[src/rtl/move_sequencer_p.sv]
`timescale 1ns/1ps
// Move sequencer: unpacks packed move words into a circular queue and
// issues them one at a time to an executor, waiting for move_done between
// moves, with a timeout fault path and an abort that flushes everything.
//
// Handshakes: new_moves is accepted only in a cycle where load_busy is low;
// start_move is a one-cycle strobe that qualifies next_move, and the executor
// answers with move_done, which is ignored in the first cycle after the strobe.
module move_sequencer_p #(
    parameter int MOVE_W    = 4,
    parameter int SEQ_MOVES = 50,
    parameter int DEPTH     = 256,
    parameter int TIMEOUT   = 2**20,
    localparam int PTR_W    = $clog2(DEPTH),
    localparam int SEQ_W    = SEQ_MOVES * MOVE_W
) (
    input  logic              clock,
    input  logic              reset_n,
    input  logic              new_moves,
    input  logic [SEQ_W-1:0]  seq,
    input  logic              seq_complete,
    input  logic              abort,
    input  logic              move_done,
    output logic              load_busy,
    output logic [MOVE_W-1:0] next_move,
    output logic              start_move,
    output logic              seq_done,
    output logic              seq_error,
    output logic              overflow,
    output logic [PTR_W:0]    num_moves,
    output logic [PTR_W:0]    curr_step,
    output logic [2:0]        dbg_state
);

    localparam int TO_W = $clog2(TIMEOUT + 1);

    typedef enum logic [2:0] {
        S_IDLE     = 3'd0,
        S_ISSUE    = 3'd1,
        S_WAIT_ACK = 3'd2,
        S_DONE     = 3'd3,
        S_FAULT    = 3'd4
    } state_t;

    state_t              state_q, state_d;
    logic [TO_W-1:0]     wait_cnt_q, wait_cnt_d;
    logic [MOVE_W-1:0]   next_move_q, next_move_d;
    logic [PTR_W:0]      curr_step_q, curr_step_d;
    logic                seq_error_q, seq_error_d;
    logic                overflow_q, overflow_d;
    logic [PTR_W-1:0]    rd_ptr_q, rd_ptr_d;
    logic [PTR_W-1:0]    wr_ptr_q, wr_ptr_d;
    logic [PTR_W:0]      count_q, count_d;
    logic                busy_q, busy_d;
    logic [SEQ_W-1:0]    sh_q, sh_d;
    logic [MOVE_W-1:0]   mem_q [DEPTH];

    logic                flush;
    logic                pop;
    logic                push_req;
    logic                push;
    logic                full;
    logic [MOVE_W-1:0]   slot;
    logic [MOVE_W-1:0]   head;
    logic                rest_zero;

    assign flush     = abort || (state_q == S_FAULT);
    assign full      = (count_q == (PTR_W+1)'(DEPTH));
    assign slot      = sh_q[SEQ_W-1 -: MOVE_W];
    assign head      = mem_q[rd_ptr_q];
    // Slots shift in from the bottom as zeros, so the "remaining slots are
    // zero" test also covers running off the end of the word.
    assign rest_zero = (sh_q[SEQ_W-MOVE_W-1:0] == '0);
    assign push      = push_req && !full;

    // Executor next-state and issue logic; abort overrides every state.
    always_comb begin
        state_d     = state_q;
        wait_cnt_d  = wait_cnt_q;
        next_move_d = next_move_q;
        curr_step_d = curr_step_q;
        seq_error_d = seq_error_q;
        pop         = 1'b0;
        if (abort) begin
            state_d     = S_IDLE;
            next_move_d = '0;
            curr_step_d = '0;
        end else begin
            case (state_q)
                S_IDLE: begin
                    if (seq_complete && (count_q != '0)) begin
                        state_d     = S_ISSUE;
                        curr_step_d = '0;
                        seq_error_d = 1'b0;
                        next_move_d = head;
                    end
                end
                S_ISSUE: begin
                    pop        = 1'b1;
                    state_d    = S_WAIT_ACK;
                    wait_cnt_d = '0;
                    if (curr_step_q != '1) begin
                        curr_step_d = curr_step_q + 1'b1;
                    end
                end
                S_WAIT_ACK: begin
                    wait_cnt_d = wait_cnt_q + 1'b1;
                    if (move_done && (wait_cnt_q != '0)) begin
                        if (count_q != '0) begin
                            state_d     = S_ISSUE;
                            next_move_d = head;
                        end else begin
                            state_d     = S_DONE;
                            next_move_d = '0;
                        end
                    end else if (wait_cnt_q == TO_W'(TIMEOUT - 1)) begin
                        state_d     = S_FAULT;
                        seq_error_d = 1'b1;
                        next_move_d = '0;
                    end
                end
                S_DONE:  state_d = S_IDLE;
                S_FAULT: state_d = S_IDLE;
                default: state_d = S_IDLE;
            endcase
        end
    end

    // Unpacker and queue bookkeeping: one slot examined per cycle, MSB first.
    always_comb begin
        busy_d     = busy_q;
        sh_d       = sh_q;
        overflow_d = overflow_q;
        push_req   = 1'b0;
        rd_ptr_d   = rd_ptr_q + PTR_W'(pop);
        wr_ptr_d   = wr_ptr_q;
        count_d    = count_q;
        if (flush) begin
            busy_d   = 1'b0;
            rd_ptr_d = wr_ptr_q;
            count_d  = '0;
            if (abort) begin
                overflow_d = 1'b0;
            end
        end else begin
            if (busy_q) begin
                push_req = (slot != '0);
                sh_d     = sh_q << MOVE_W;
                if (rest_zero) begin
                    busy_d = 1'b0;
                end
                if (push_req && full) begin
                    overflow_d = 1'b1;
                end
            end else if (new_moves) begin
                sh_d   = seq;
                busy_d = 1'b1;
            end
            wr_ptr_d = wr_ptr_q + PTR_W'(push);
            count_d  = count_q + (PTR_W+1)'(push) - (PTR_W+1)'(pop);
        end
    end

    // State registers with asynchronous active-low reset.
    always_ff @(posedge clock or negedge reset_n) begin
        if (!reset_n) begin
            state_q     <= S_IDLE;
            wait_cnt_q  <= '0;
            next_move_q <= '0;
            curr_step_q <= '0;
            seq_error_q <= 1'b0;
            overflow_q  <= 1'b0;
            rd_ptr_q    <= '0;
            wr_ptr_q    <= '0;
            count_q     <= '0;
            busy_q      <= 1'b0;
            sh_q        <= '0;
        end else begin
            state_q     <= state_d;
            wait_cnt_q  <= wait_cnt_d;
            next_move_q <= next_move_d;
            curr_step_q <= curr_step_d;
            seq_error_q <= seq_error_d;
            overflow_q  <= overflow_d;
            rd_ptr_q    <= rd_ptr_d;
            wr_ptr_q    <= wr_ptr_d;
            count_q     <= count_d;
            busy_q      <= busy_d;
            sh_q        <= sh_d;
        end
    end

    // Queue storage; contents are don't-care until written, so no reset.
    always_ff @(posedge clock) begin
        if (push) begin
            mem_q[wr_ptr_q] <= slot;
        end
    end

    assign load_busy  = busy_q;
    assign next_move  = next_move_q;
    assign start_move = (state_q == S_ISSUE) && !abort;
    assign seq_done   = (state_q == S_DONE) && !abort;
    assign seq_error  = seq_error_q;
    assign overflow   = overflow_q;
    assign num_moves  = count_q;
    assign curr_step  = curr_step_q;
    assign dbg_state  = state_q;

endmodule

[config.mk]
export PLATFORM = sky130hd
export DESIGN_NAME = move_sequencer_p
export DESIGN_NICKNAME = d
export VERILOG_FILES = /design/src/rtl/move_sequencer_p.sv
export SDC_FILE = /design/constraint.sdc
export NUM_CORES = 2
export LEC_CHECK = 0
export BUFFER_PORTS_ARGS = -buffer_cell sky130_fd_sc_hd__buf_2
export CAP_MARGIN = 20
export CORE_MARGIN = 3
export CORE_UTILIZATION = 40
export DETAILED_ROUTE_END_ITERATION = 10
export SETUP_SLACK_MARGIN = 0.2
export SLEW_MARGIN = 20
export SYNTH_ARGS = -nofsm -noshare
export SYNTH_HDL_FRONTEND = slang
export SYNTH_SLANG_ARGS = --single-unit
[constraint.sdc]
create_clock -name clock -period 9.1 [get_ports clock]
set_clock_uncertainty 0.05 [all_clocks]
set_input_delay 0.91 -clock clock [delete_from_list [all_inputs] [get_ports clock]]
set_output_delay 0.91 -clock clock [all_outputs]
set_load 0.05 [all_outputs]
==> flow_metrics.env <==
export IMPL_fillers=11600
export IMPL_cts_resized=0
export IMPL_crit_path_start_kind="register"
export IMPL_first_global_vias=31000
export IMPL_grt_max_degree=303
export IMPL_postSynthAreaPerCell_um2=15.5
export IMPL_clock_sinks=1289
export IMPL_wl_met3_um=11700
export IMPL_period_needed_ns=4.98
export IMPL_r2r_cells=9
export IMPL_synth_edff_count=1024
export IMPL_vias=31200
export IMPL_seq_area_frac_synth_pct=69.6
export IMPL_required_ns=9.70
export IMPL_die_w_um=373
export IMPL_criticalPathCategory="reg -> reg"
export IMPL_finalHoldViolations=0
export IMPL_power_density_nw_per_um2=257
export IMPL_via_per_inst=5.62
export IMPL_synth_nets=3688
export IMPL_port_buffer_count=235
export IMPL_status="finished, final reports clean"
export IMPL_drt_wl_total_um=141000
export IMPL_worstPathMaxFanout=117
export IMPL_synthFlopType="edfxtp_1"
export IMPL_ctsHoldBuffers=0
export IMPL_holdWs_ns=0.164
export IMPL_setup_ws_ns=4.12
export IMPL_die_area_um2=139000
export IMPL_mostFrequentLayoutCells="1,024 x edfxtp_1, 344 x mux2i_1, 322 x nor2_1, 303 x nand2_1"
export IMPL_crit_slowest_cell="dfrtp_4"
export IMPL_dpl_cell_area_um2=56500
export IMPL_instances_no_fill=5547
export IMPL_path_cells="buf_4 > buf_12 > mux4_2 > nor2b_1 > a2111oi_0 > a31oi_1 > o21ai_0 > a2111oi_1 > a22o_1"
export IMPL_drc_errors=0
export IMPL_syn_inst=3461
export IMPL_post_route_period_util_pct=54.8
export IMPL_cts_root_buf="clkbuf_16"
export IMPL_clock_path_buffers=3
export IMPL_vdd_drop_max_v=0.000198
export IMPL_design_area_um2=60900
export IMPL_io_pins=236
export IMPL_drv_cap=0
export IMPL_cts_tree="done"
export IMPL_post_synth_num_cell_types=67
export IMPL_fin_nets=3908
export IMPL_grt_pass1_wl_um=207000
export IMPL_wl_met1_um=60000
export IMPL_post_place_ws_ns=4.20
export IMPL_relSlewSlack_pct=29.5
export IMPL_drtPass1Iterations=6
export IMPL_setup_tns_final_ns=0
export IMPL_rsz0062_at_grt="false"
export IMPL_cp_arrival_ns=5.58
export IMPL_worst_path_largest_cell_delay_ns=0.84
export IMPL_initial_utilization_pct=40.6
export IMPL_wl_met2_um=65300
export IMPL_crit_buf_inv=2
export IMPL_synth_async_reset_ratio_pct=20.6
export IMPL_die_h_um=373
export IMPL_wl_per_cell_um=25.4
export IMPL_fmax_ghz=0.201
export IMPL_htree_levels=4
export IMPL_setup_viol=0
export IMPL_r2r_start="rd_ptr_q[1]"
export IMPL_p_leak_uw=0.0209
export IMPL_post_cts_setup_buffer_count=0
export IMPL_drive_above_1_share_pct=18.4
export IMPL_end_kind="register"
export IMPL_dp_hpwl_um=90400
export IMPL_grt_overflow_total=0
export IMPL_hp_class="in -> async"
export IMPL_clk_latency_ns=0.76
export IMPL_placementRows=133
export IMPL_gp_congestion=0.898
export IMPL_timing_rr_end="next_move[2]"
export IMPL_cts_made_buffers=134
export IMPL_ys_ff_latch=1289
export IMPL_yosysWarningCount=0
export IMPL_grt_use_total_pct=20.2
export IMPL_highest_layer="met5"
export IMPL_ant_nets=0
export IMPL_maxSlewViolCount=0
export IMPL_core_um2=132000
export IMPL_worst_pin_slew_ns=1.06
export IMPL_drt_initial_drc_count=3602
export IMPL_clk_pin_slew_ns=0.06
export IMPL_r2r_slack_ns=4.12
export IMPL_layout_commonest_cell="edfxtp_1"
export IMPL_critPathTopFamily="compound AO/OA/AOI/OAI gates"
export IMPL_area_growth_pct=13.3
export IMPL_antenna_found_initial=13
export IMPL_dp_cells=5299
export IMPL_netlist_area_um2=53700
==> stage by stage <==
| step | power (µW) | util, % |
|---|---|---|
| 6_report | 15600 | 46.0 |
| 5_1_grt | 16200 | 46.0 |
| 4_1_cts | 15800 | 45.9 |
| 3_5_place_dp | 10300 | 42.7 |
| 3_3_place_gp | 10300 | 42.7 |
| 2_1_floorplan | 9470 | - |
==> kinds of logic after synthesis <==
group | share of synthesized area [%]
compound gates | 5.26
xor+xnor | 0.538
fa+ha+maj | 0.503
buf+inv | 2.26
flops | 69.6
mux | 14.6
simple gates | 7.29
==> sequential cells by signal, indices dropped and copies added, names as in the netlist <==
name	flops
num_moves	9
wr_ptr_q	8
dbg_state	3
seq_error	1
mem_q	1024
curr_step	9
sh_q	200
wait_cnt_q	21
load_busy	1
next_move	4
overflow	1
rd_ptr_q	8
==> metal layers <==
| layer | up-vias | track usage, % |
|---|---|---|
| met5 | - | 0 |
| met4 | 8 | 6.66 |
| met3 | 223 | 4.56 |
| met2 | 1237 | 31.2 |
| met1 | 15900 | 28.2 |
| li1 | 13800 | - |
==> cell type report <==
cell class / count / area (µm²) / share of cell area, %
well taps: 1755 / 2200 / 3.61
flip-flops and latches: 1289 / 37400 / 61.4
repair buffers: 297 / 1710 / 2.81
clock buffers: 177 / 3720 / 6.11
inverters: 17 / 63.8 / 0.105
diodes: 10 / 25.0 / 0.0411
multi-input cells: 1942 / 15200 / 24.9
clock inverters: 60 / 608 / 0.998
==> power breakdown <==
group	internal, µW	leakage (µW)	switching [µW]
sequential	6760	0.0127	314
clock	3170	0.00210	2270
combinational	1280	0.00612	1850
==> worst max path at each step <==
| stage | from | to | slack [ns] | cells after the start |
|---|---|---|---|---|
| 4_1_cts | rd_ptr_q[1] | next_move[2] | 4.18 | 9 |
| 2_1_floorplan | sh_q[199] | num_moves[8] | 3.01 | 14 |
| 3_5_place_dp | rd_ptr_q[1] | next_move[2] | 4.20 | 9 |
| 3_3_place_gp | rd_ptr_q[1] | next_move[2] | 4.18 | 9 |
| 5_1_grt | rd_ptr_q[1] | next_move[2] | 3.99 | 9 |
| 6_report | rd_ptr_q[1] | next_move[2] | 4.12 | 9 |
==> cells in the mapped netlist, types with 4 or more instances <==
| cell | count | area [µm²] |
|---|---|---|
| buf_2 | 21 | 105 |
| nand3_1 | 36 | 180 |
| dfrtp_1 | 265 | 6630 |
| and2_1 | 13 | 81.3 |
| a31oi_1 | 9 | 56.3 |
| nand2b_1 | 16 | 100 |
| buf_8 | 10 | 150 |
| xnor2_1 | 22 | 193 |
| inv_1 | 16 | 60.1 |
| o21bai_1 | 5 | 37.5 |
| a22o_1 | 9 | 78.8 |
| nor2b_1 | 23 | 144 |
| a22oi_1 | 16 | 120 |
| or4_1 | 5 | 37.5 |
| a21o_1 | 4 | 30.0 |
| edfxtp_1 | 1024 | 30700 |
| o22ai_1 | 26 | 163 |
| nor2_1 | 322 | 1210 |
| nand4_1 | 21 | 131 |
| and3_1 | 12 | 75.1 |
| and4_1 | 4 | 35.0 |
| ha_1 | 20 | 250 |
| o21ai_0 | 256 | 1280 |
| mux4_2 | 185 | 4170 |
| nand2_1 | 307 | 1150 |
| nor3_1 | 45 | 225 |
| nor4_1 | 62 | 388 |
| xor2_1 | 11 | 96.3 |
| buf_1 | 8 | 30.0 |
| mux2i_1 | 344 | 3440 |
| buf_4 | 20 | 150 |
| buf_6 | 14 | 158 |
| a2111oi_0 | 13 | 114 |
| or3_1 | 8 | 50.1 |
| a211oi_1 | 18 | 135 |
| o221ai_1 | 44 | 385 |
| a21oi_1 | 32 | 160 |
| a221oi_1 | 5 | 43.8 |
| mux4_1 | 8 | 210 |
| clkbuf_1 | 138 | 518 |
Power figures use the tool's default switching activity.
